$ cat src/rtl/persiana_actuador.sv
// Step/direction motor front end and blind position plant with limit and middle sensors.
// Optional macro SOFT_START_EN: the first 4 steps of every run use a doubled step period.
module persiana_actuador #(
    parameter int unsigned POS_MAX  = 200,
    parameter int unsigned POS_MID  = 100,
    parameter int unsigned STEP_DIV = 16,
    parameter int unsigned DEADTIME = 4
) (
    input  logic       clk,
    input  logic       rst_n,
    input  logic       ena,
    input  logic       subir,
    input  logic       bajar,
    output logic       motor_en,
    output logic       dir_out,
    output logic       step_out,
    output logic [7:0] pos,
    output logic       s_sup,
    output logic       s_med,
    output logic       s_inf,
    output logic       fault
);

    localparam int unsigned PW = $clog2(2 * STEP_DIV);
    localparam int unsigned DW = (DEADTIME > 1) ? $clog2(DEADTIME) : 1;

    localparam logic [7:0]    P_MAX     = 8'(POS_MAX);
    localparam logic [7:0]    P_MAX_M1  = 8'(POS_MAX - 1);
    localparam logic [7:0]    P_MID     = 8'(POS_MID);
    localparam logic [PW-1:0] PRE_LAST  = PW'(STEP_DIV - 1);
    localparam logic [DW-1:0] DEAD_INIT = DW'(DEADTIME - 1);

    typedef enum logic [1:0] {StIdle, StRunUp, StRunDn, StDead} state_t;

    state_t        r_state;
    logic [7:0]    r_pos;
    logic [PW-1:0] r_pre;
    logic [DW-1:0] r_dead;
    logic          r_dead_up;
    logic          r_motor_en;
    logic          r_dir;
    logic          r_step;
    logic          r_fault;

    logic w_up;
    logic w_dn;
    logic w_in_run;
    logic w_fwd;
    logic w_rev;
    logic w_pre_last;
    logic w_at_max;
    logic w_at_min;

    assign w_up     = ena & subir & ~bajar;
    assign w_dn     = ena & bajar & ~subir;
    assign w_at_max = (r_pos == P_MAX);
    assign w_at_min = (r_pos == 8'd0);
    assign w_in_run = (r_state == StRunUp) || (r_state == StRunDn);
    // Command along / against the direction of the current run.
    assign w_fwd    = (r_state == StRunUp) ? w_up : w_dn;
    assign w_rev    = (r_state == StRunUp) ? w_dn : w_up;

`ifdef SOFT_START_EN
    localparam logic [PW-1:0] PRE_SLOW_LAST = PW'(2 * STEP_DIV - 1);

    logic [2:0] r_ramp;

    always_ff @(posedge clk or negedge rst_n) begin
        if (!rst_n) begin
            r_ramp <= '0;
        end else if (!w_in_run) begin
            r_ramp <= '0;
        end else if (w_fwd && w_pre_last && (r_ramp != 3'd4)) begin
            r_ramp <= r_ramp + 3'd1;
        end
    end

    assign w_pre_last = (r_pre == ((r_ramp < 3'd4) ? PRE_SLOW_LAST : PRE_LAST));
`else
    assign w_pre_last = (r_pre == PRE_LAST);
`endif

    always_ff @(posedge clk or negedge rst_n) begin
        if (!rst_n) begin
            r_state    <= StIdle;
            r_pos      <= '0;
            r_pre      <= '0;
            r_dead     <= '0;
            r_dead_up  <= 1'b0;
            r_motor_en <= 1'b0;
            r_dir      <= 1'b0;
            r_step     <= 1'b0;
            r_fault    <= 1'b0;
        end else begin
            r_fault <= ena & subir & bajar;
            r_step  <= 1'b0;
            unique case (r_state)
                StIdle: begin
                    r_pre <= '0;
                    if (w_up && !w_at_max) begin
                        r_state    <= StRunUp;
                        r_motor_en <= 1'b1;
                        r_dir      <= 1'b1;
                    end else if (w_dn && !w_at_min) begin
                        r_state    <= StRunDn;
                        r_motor_en <= 1'b1;
                        r_dir      <= 1'b0;
                    end
                end
                StRunUp, StRunDn: begin
                    if (w_rev) begin
                        r_state    <= StDead;
                        r_motor_en <= 1'b0;
                        r_pre      <= '0;
                        r_dead     <= DEAD_INIT;
                        r_dead_up  <= (r_state == StRunDn);
                    end else if (!w_fwd) begin
                        r_state    <= StIdle;
                        r_motor_en <= 1'b0;
                        r_pre      <= '0;
                    end else if (w_pre_last) begin
                        r_pre  <= '0;
                        r_step <= 1'b1;
                        if (r_state == StRunUp) begin
                            r_pos <= r_pos + 8'd1;
                            if (r_pos == P_MAX_M1) begin
                                r_state    <= StIdle;
                                r_motor_en <= 1'b0;
                            end
                        end else begin
                            r_pos <= r_pos - 8'd1;
                            if (r_pos == 8'd1) begin
                                r_state    <= StIdle;
                                r_motor_en <= 1'b0;
                            end
                        end
                    end else begin
                        r_pre <= r_pre + 1'b1;
                    end
                end
                StDead: begin
                    r_pre <= '0;
                    // A reversal against the pending direction restarts the dead time.
                    if ((w_up && !r_dead_up) || (w_dn && r_dead_up)) begin
                        r_dead    <= DEAD_INIT;
                        r_dead_up <= w_up;
                    end else if (r_dead != '0) begin
                        r_dead <= r_dead - 1'b1;
                    end else if (w_up && !w_at_max) begin
                        r_state    <= StRunUp;
                        r_motor_en <= 1'b1;
                        r_dir      <= 1'b1;
                    end else if (w_dn && !w_at_min) begin
                        r_state    <= StRunDn;
                        r_motor_en <= 1'b1;
                        r_dir      <= 1'b0;
                    end else begin
                        r_state <= StIdle;
                    end
                end
            endcase
        end
    end

    assign motor_en = r_motor_en;
    assign dir_out  = r_dir;
    assign step_out = r_step;
    assign pos      = r_pos;
    assign fault    = r_fault;
    assign s_sup    = (r_pos == P_MAX);
    assign s_med    = (r_pos == P_MID);
    assign s_inf    = (r_pos == 8'd0);

endmodule
$ cat config.mk
export PLATFORM = sky130hd
export DESIGN_NAME = persiana_actuador
export DESIGN_NICKNAME = d
export VERILOG_FILES = /design/src/rtl/persiana_actuador.sv
export SDC_FILE = /design/constraint.sdc
export NUM_CORES = 1
export LEC_CHECK = 0
export ABC_CLOCK_PERIOD_IN_PS = 4600
export CAP_MARGIN = 0
export CORE_MARGIN = 2
export CORE_UTILIZATION = 50
export CTS_CLUSTER_SIZE = 25
export DETAILED_ROUTE_END_ITERATION = 7
export MAX_ROUTING_LAYER = met4
export PLACE_DENSITY = 0.7
export SYNTH_ARGS = -nofsm -noshare
export SYNTH_HDL_FRONTEND = slang
export SYNTH_SLANG_ARGS = --single-unit
$ cat constraint.sdc
create_clock -name clk -period 4.6 [get_ports clk]
set_input_delay 0.92 -clock clk [delete_from_list [all_inputs] [get_ports clk]]
set_output_delay 0.92 -clock clk [all_outputs]
set_load 0.05 [all_outputs]
==> results of run 1 <==
==> metal layers <==
layer / track usage / share of wire / vias up
met3: 0.0408 / 0.049 / 6
met5: - / 0 / -
met2: 0.302 / 0.45 / 34
li1: - / - / 570
met1: 0.275 / 0.48 / 528
met4: 0.0831 / 0.018 / 0
==> power breakdown <==
group          leakage, nW  internal [mW]  switching, mW
Sequential           0.274          0.220         0.0210
Combinational        0.448          0.102          0.154
Clock               0.0210         0.0483         0.0595
==> placed cells by master (no fill, tap or decap), types with 2 or more instances in the layout <==
master | synthesis | layout
sky130_fd_sc_hd__inv_2 | 2 | 2
sky130_fd_sc_hd__xor2_1 | 5 | 5
sky130_fd_sc_hd__dfrtp_1 | 22 | 22
sky130_fd_sc_hd__o21ai_0 | 4 | 4
sky130_fd_sc_hd__xnor2_1 | 5 | 5
sky130_fd_sc_hd__nand3b_1 | 3 | 3
sky130_fd_sc_hd__a31oi_1 | 3 | 3
sky130_fd_sc_hd__nor2_1 | 9 | 9
sky130_fd_sc_hd__nand2b_1 | 3 | 3
sky130_fd_sc_hd__a21oi_1 | 5 | 5
sky130_fd_sc_hd__o22ai_1 | 2 | 2
sky130_fd_sc_hd__ha_1 | 10 | 10
sky130_fd_sc_hd__inv_1 | 9 | 9
sky130_fd_sc_hd__nand4_1 | 3 | 3
sky130_fd_sc_hd__a22oi_1 | 2 | 2
sky130_fd_sc_hd__clkdlybuf4s50_1 | 0 | 19
sky130_fd_sc_hd__clkbuf_4 | 0 | 3
sky130_fd_sc_hd__nor3b_1 | 2 | 2
sky130_fd_sc_hd__and2_1 | 3 | 3
sky130_fd_sc_hd__and3_1 | 3 | 3
sky130_fd_sc_hd__nand3_1 | 6 | 6
sky130_fd_sc_hd__nand2_1 | 14 | 14
==> worst reg2reg max path, delay by kind of cell (launching register included) <==
family	cells	cell delay, ns
flops	1	0.45
fa+ha+maj	1	0.39
compound gates	3	0.49
mux	1	0.32
simple gates	1	0.47
==> per-stage QoR <==
stage / cell area [um^2] / std cells / util
CTS: 1680 / 197 / 0.613
global placement: 1640 / 193 / 0.600
detailed placement: 1640 / 193 / 0.600
global route: 1680 / 197 / 0.613
floorplan: 1440 / 147 / -
finish: 1680 / 197 / 0.613
==> path summary, 6_finish.rpt <==
check | slack (ns) | cells past startpoint | end | from
hold / removal | 0.49 | 1 | r_pre[0]$_DFF_PN0_ | r_pre[0]$_DFF_PN0_
max in group asynchronous | 2.85 | 1 | pos[7]$_DFFE_PN0P_ | rst_n
setup reg to reg | 2.39 | 6 | r_state[0]$_DFFE_PN0P_ | r_state[0]$_DFFE_PN0P_
setup / recovery | 1.33 | 5 | s_inf | pos[0]$_DFFE_PN0P_
hold reg to reg | 0.49 | 1 | r_pre[0]$_DFF_PN0_ | r_pre[0]$_DFF_PN0_
min in group asynchronous | 1.15 | 1 | pos[0]$_DFFE_PN0P_ | rst_n
==> cell type report <==
class | instances | share of cell area
Inverter | 11 | 0.0246
Timing Repair Buffer | 19 | 0.113
Sequential cell | 22 | 0.328
Clock buffer | 4 | 0.0216
Tap cell | 31 | 0.0231
Multi-Input combinational cell | 110 | 0.489
==> registers in the layout (all words and copies together) (netlist names) <==
signal	cells
r_dead	2
step_out	1
r_state	2
fault	1
pos	8
motor_en	1
r_dead_up	1
dir_out	1
r_pre	5
==> cell families after synthesis <==
logic type                 Yosys count  share of synthesized area
AOI/OAI and AO/OA                   28                      0.157
and+or+nand+nor                     60                      0.248
buffers and inverters               15                     0.0453
xor gates and xnor gates            10                     0.0610
adders and majority gates           10                     0.0872
DFF                                 22                      0.384
muxes                                2                     0.0174
==> out/qor.yml, run 1 <==
die_w_um: 57.6
fmax_mhz: 306
tightestPinTransition_ns: 0.998
cell_area_after_synthesis_um2: 1440
gp_congestion: 0.807
synth_top_cells_by_area: "sky130_fd_sc_hd__dfrtp_1 38%, sky130_fd_sc_hd__ha_1 8.7%, sky130_fd_sc_hd__nand2_1 3.7%, sky130_fd_sc_hd__xnor2_1 3.1%, sky130_fd_sc_hd__xor2_1 3.1%"
post_cts_gate_resize_count: 0
yosysWarnings: 0
initial_utilization: 0.525
area_used_by_multi_input_combinational_logic_um2: 820
clock_path_buffers: 2
clock_insertion_delay_worst_skew_ns: 0.31
p_leak_nw: 0.743
critPathMaxStageDelay_ns: 0.80
run_status: "finished, final reports clean"
power_density_nw_per_um2: 361
syn-num-nets: 162
clock-root-buffer: "sky130_fd_sc_hd__clkbuf_4"
end_kind: "output pin"
global_route_wire_length_before_repair_um: 5110
clkTransAtPathRegs_ns: 0.13
timing.max_cap.violations: 0
post-synth-top-area-fraction: 0.384
fin_worst_skew_ns: 0.0110
report.final.slew_viol_count: 0
crit_path_max_fanout: 7
synthCells: 147
floorplan.core_area_um2: 2730
die-area_um2: 3310
track_usage: 0.205
synth_top_flop_cell: "sky130_fd_sc_hd__dfrtp_1"
power_uw: 605
final.period_utilization: 0.710
finalSetupViolations: 0
setup.worst_path.class: "flop to output pin"
timing.final.crit_period_ns: 3.27
area_growth_syn_to_layout_pct: 16.8
detailed_place_hpwl_um: 2220
layout-drive-gt1-share: 0.102
cts_setup_buffers: 0
layout.filler_cells: 237
hold_violations: 0
critPathRequiredTime_ns: 3.68
syn_area_per_cell_um2: 9.76
cp.buffers_inverters: 2
synth_most_common_cell: "sky130_fd_sc_hd__dfrtp_1"
worst_path_dominant_cell_family: "buffers and inverters"
postSynthRegisterBits: 22
final_antenna_net_count: 0
via_per_inst: 5.78
nets: 182
detail_route.iter0.violations: 48
start_kind: "flop"
detailroute.via_count: 1138
hold_buffers: 0
cts-htree-levels: 1
rsz0062_at_grt: "false"
place_ws_ns: 1.70
cts_tree: "done"
floorplan.rows: 19
async_reset_ff_frac: 1.00
grt_overflow_total: 0
tritoncts_num_sinks: 22
timing.slew.headroom: 0.332
critical_path.slowest_cell: "sky130_fd_sc_hd__clkdlybuf4s50_1"
grt_max_degree: 23
firstDrtPassIters: 4
totalWireLength_um: 2990
worst_ep_arrival_time_ns: 2.35
final.setup.worst_slack_ns: 1.33
die_h_um: 57.6
crit_chain: "inv_1, ha_1, nor3b_1, and2_1, clkdlybuf4s50_1"
buffer_ports.inserted: 19
drcViolationCount: 0
vias_in_the_first_global_route: 1125
whs_ns: 0.490
synth-seq-area-share: 0.384
vdd_drop_max_mv: 0.408
antenna_found_initial: 0
holdCritPathClass: "flop to flop"
register_area_um2: 551
routedWlPerCell_um: 15.2
cts_buffers: 3
finalSetupTns_ns: 0
synth.top_cells.by_count: "22 x sky130_fd_sc_hd__dfrtp_1, 14 x sky130_fd_sc_hd__nand2_1, 10 x sky130_fd_sc_hd__ha_1"
synth_top_cell_by_area: "sky130_fd_sc_hd__dfrtp_1"
num_io_pins: 20
synth_edf_count: 0
synth_cell_types: 51
num_antenna_cells: 0
Note: power is estimated with default switching activity, not from simulation.
==> run 2, diff against run 1 <==
==> config.mk (replaced) <==
export PLATFORM = sky130hd
export DESIGN_NAME = persiana_actuador
export DESIGN_NICKNAME = d
export VERILOG_FILES = /design/src/rtl/persiana_actuador.sv
export SDC_FILE = /design/constraint.sdc
export NUM_CORES = 1
export LEC_CHECK = 0
export ABC_CLOCK_PERIOD_IN_PS = 3000
export CAP_MARGIN = 0
export CORE_MARGIN = 2
export CORE_UTILIZATION = 49
export CTS_CLUSTER_SIZE = 25
export DETAILED_ROUTE_END_ITERATION = 7
export MAX_ROUTING_LAYER = met4
export PLACE_DENSITY = 0.72
export SYNTH_ARGS = -nofsm -noshare
export SYNTH_HDL_FRONTEND = slang
export SYNTH_SLANG_ARGS = --single-unit
==> constraint.sdc (replaced) <==
create_clock -name clk -period 3 [get_ports clk]
set_input_delay 0.6 -clock clk [delete_from_list [all_inputs] [get_ports clk]]
set_output_delay 0.6 -clock clk [all_outputs]
set_load 0.05 [all_outputs]
==> run 2 against run 1 <==
First-iteration DRC count down 21%. Routed wire length down 1.2%. Critical path depth down 2. Cell area up 1.2%. Sequential power up 52%. Via count up 2.3%. Critical path type unchanged. Critical endpoint is now s_sup. Largest cell class unchanged.
==> out/qor.yml, run 2 (same netlist as run 1, synthesis figures left out) <==
finalSetupTns_ns: 0  # unchanged
hold_buffers: 0  # unchanged
layout.filler_cells: 248  # +4.6%
die-area_um2: 3380  # +1.9%
vias_in_the_first_global_route: 1114  # -0.98%
via_per_inst: 5.85  # +1.3%
reg2reg_setup_slack_ns: 0.79  # -1.60 ns
worst_ep_arrival_time_ns: 2.29  # -0.06 ns
p_leak_nw: 0.758  # +2.1%
timing.max_cap.violations: 0  # unchanged
crit_path_max_fanout: 10  # +3
num_io_pins: 20  # unchanged
num_antenna_cells: 0  # unchanged
end_kind: "output pin"
layout-drive-gt1-share: 0.119  # +0.0166
mostFrequentLayoutCells: "22 x sky130_fd_sc_hd__dfrtp_1, 18 x sky130_fd_sc_hd__clkdlybuf4s50_1, 14 x sky130_fd_sc_hd__nand2_1"
final.period_utilization: 0.964
grt_max_degree: 23  # unchanged
setup.worst_path.class: "flop to output pin"
timing.hold.worst_path_depth: 1  # unchanged
hold_violations: 0  # unchanged
cts-htree-levels: 1  # unchanged
timing.final.crit_period_ns: 2.89
wl_met3_um: 127  # -13%
nets: 184  # +1.1%
power_density_nw_per_um2: 551  # +53%
grt_overflow_total: 0  # unchanged
routedWlPerCell_um: 14.8  # -2.2%
clkTransAtPathRegs_ns: 0.13  # about the same
detailed_place_hpwl_um: 2190  # -1.4%
clock-root-buffer: "sky130_fd_sc_hd__clkbuf_4"
floorplan.core_area_um2: 2780  # +1.7%
drcViolationCount: 0  # unchanged
vdd_drop_max_mv: 0.513  # +26%
timing.slew.headroom: 0.663  # +0.330
global_route_wire_length_before_repair_um: 5130  # +0.39%
fmax_mhz: 346
whs_ns: 0.478  # -0.0121 ns
die_w_um: 58.1  # +0.95%
start_kind: "flop"
tightestPinTransition_ns: 0.504  # -0.494 ns
antenna_found_initial: 0  # unchanged
initial_utilization: 0.516  # -0.00897
detail_route.wirelength.met1_um: 1480  # +2.9%
final_antenna_net_count: 0  # unchanged
hold_path_startpoint: "r_pre[0]$_DFF_PN0_"
detail_route.iter0.violations: 38  # -21%
firstDrtPassIters: 4  # unchanged
rsz0062_at_grt: "false"
track_usage: 0.200  # -0.00496
cts_setup_buffers: 0  # unchanged
floorplan.rows: 19  # unchanged
detailroute.via_count: 1164  # +2.3%
holdCritPathClass: "flop to flop"
cts_tree: "done"
totalWireLength_um: 2950  # -1.2%
die_h_um: 58.1  # +0.95%
gp_congestion: 0.915  # +14%
finalSetupViolations: 0  # unchanged
cts_buffers: 3  # unchanged
area_growth_syn_to_layout_pct: 18.2
hold-path-endpoint: "r_pre[0]$_DFF_PN0_"
route.top_layer_used: "met4"
critPathRequiredTime_ns: 2.40  # -1.28 ns
run_status: "finished, final reports clean"
clock_insertion_delay_worst_skew_ns: 0.32  # about the same
layout.cells.most_common: "sky130_fd_sc_hd__dfrtp_1"
fin_worst_skew_ns: 0.00315  # -0.00782 ns
reg2reg_from: "r_state[0]$_DFFE_PN0P_"
max_ffs_per_register: 8  # unchanged
post_cts_gate_resize_count: 1  # +1
report.final.slew_viol_count: 0  # unchanged
r2r_end: "r_state[0]$_DFFE_PN0P_"
clock_path_buffers: 2  # unchanged
routed-wl-met2_um: 1300  # -3.2%
r2r_cells: 6  # unchanged
buffer_ports.inserted: 19  # unchanged
tritoncts_num_sinks: 22  # unchanged
-- run 2: cell count changes in the layout (fill, tap and decap cells not counted), sizes merged --
cell	delta
clkdlybuf4s50	-1
buf	+2
dlygate4sd2	+1
-- run 2: worst max-delay path by stage --
stage / endpoint / from / slack (ns) / cells past startpoint
after floorplan: s_med / pos[2]$_DFFE_PN0P_ / 0.34 / 3
after global placement: s_inf / pos[0]$_DFFE_PN0P_ / 0.42 / 5
after detailed placement: s_inf / pos[0]$_DFFE_PN0P_ / 0.34 / 5
after CTS: s_med / pos[0]$_DFFE_PN0P_ / 0.11 / 5
after global routing: s_med / pos[0]$_DFFE_PN0P_ / 0.02 / 5
final: s_sup / pos[4]$_DFFE_PN0P_ / 0.11 / 3
-- run 2: metrics by stage --
| stage | std cells | cell area [um^2] | setup slack (ns) | util | power, mW |
|---|---|---|---|---|---|
| floorplan | 147 | 1440 | 0.337 | - | 0.667 |
| global placement | 195 | 1660 | 0.424 | 0.597 | 0.758 |
| detailed placement | 195 | 1660 | 0.339 | 0.597 | 0.765 |
| CTS | 199 | 1700 | 0.105 | 0.610 | 0.939 |
| global route | 199 | 1700 | 0.0175 | 0.610 | 0.994 |
| finish | 199 | 1700 | 0.108 | 0.610 | 0.935 |
-- run 2: layer usage --
layer | vias to the layer above | global-route usage
met5 | - | -
met2 | 32 | 0.284
met4 | 0 | 0.0498
met3 | 5 | 0.0246
li1 | 571 | -
met1 | 556 | 0.301
-- run 2: layout make-up --
class	count	area [um^2]	share of cell area
tap	31	38.8	0.0229
sequential	22	551	0.324
clock buffer	4	36.3	0.0214
inverter	11	41.3	0.0243
timing repair buffer	21	204	0.120
multi-input combinational	110	826	0.487
-- run 2: worst max-delay path: stages, from the launching register on --
cell	delay [ns]
sky130_fd_sc_hd__dfrtp_1	0.52
sky130_fd_sc_hd__and4bb_2	0.39
sky130_fd_sc_hd__and4_4	0.26
sky130_fd_sc_hd__clkdlybuf4s50_1	0.81
-- run 2: report_power, final --
group          internal [mW]  switching, mW  leakage, nW
Clock                 0.0743         0.0971       0.0210
Combinational          0.157          0.240        0.463
Sequential             0.338         0.0292        0.274
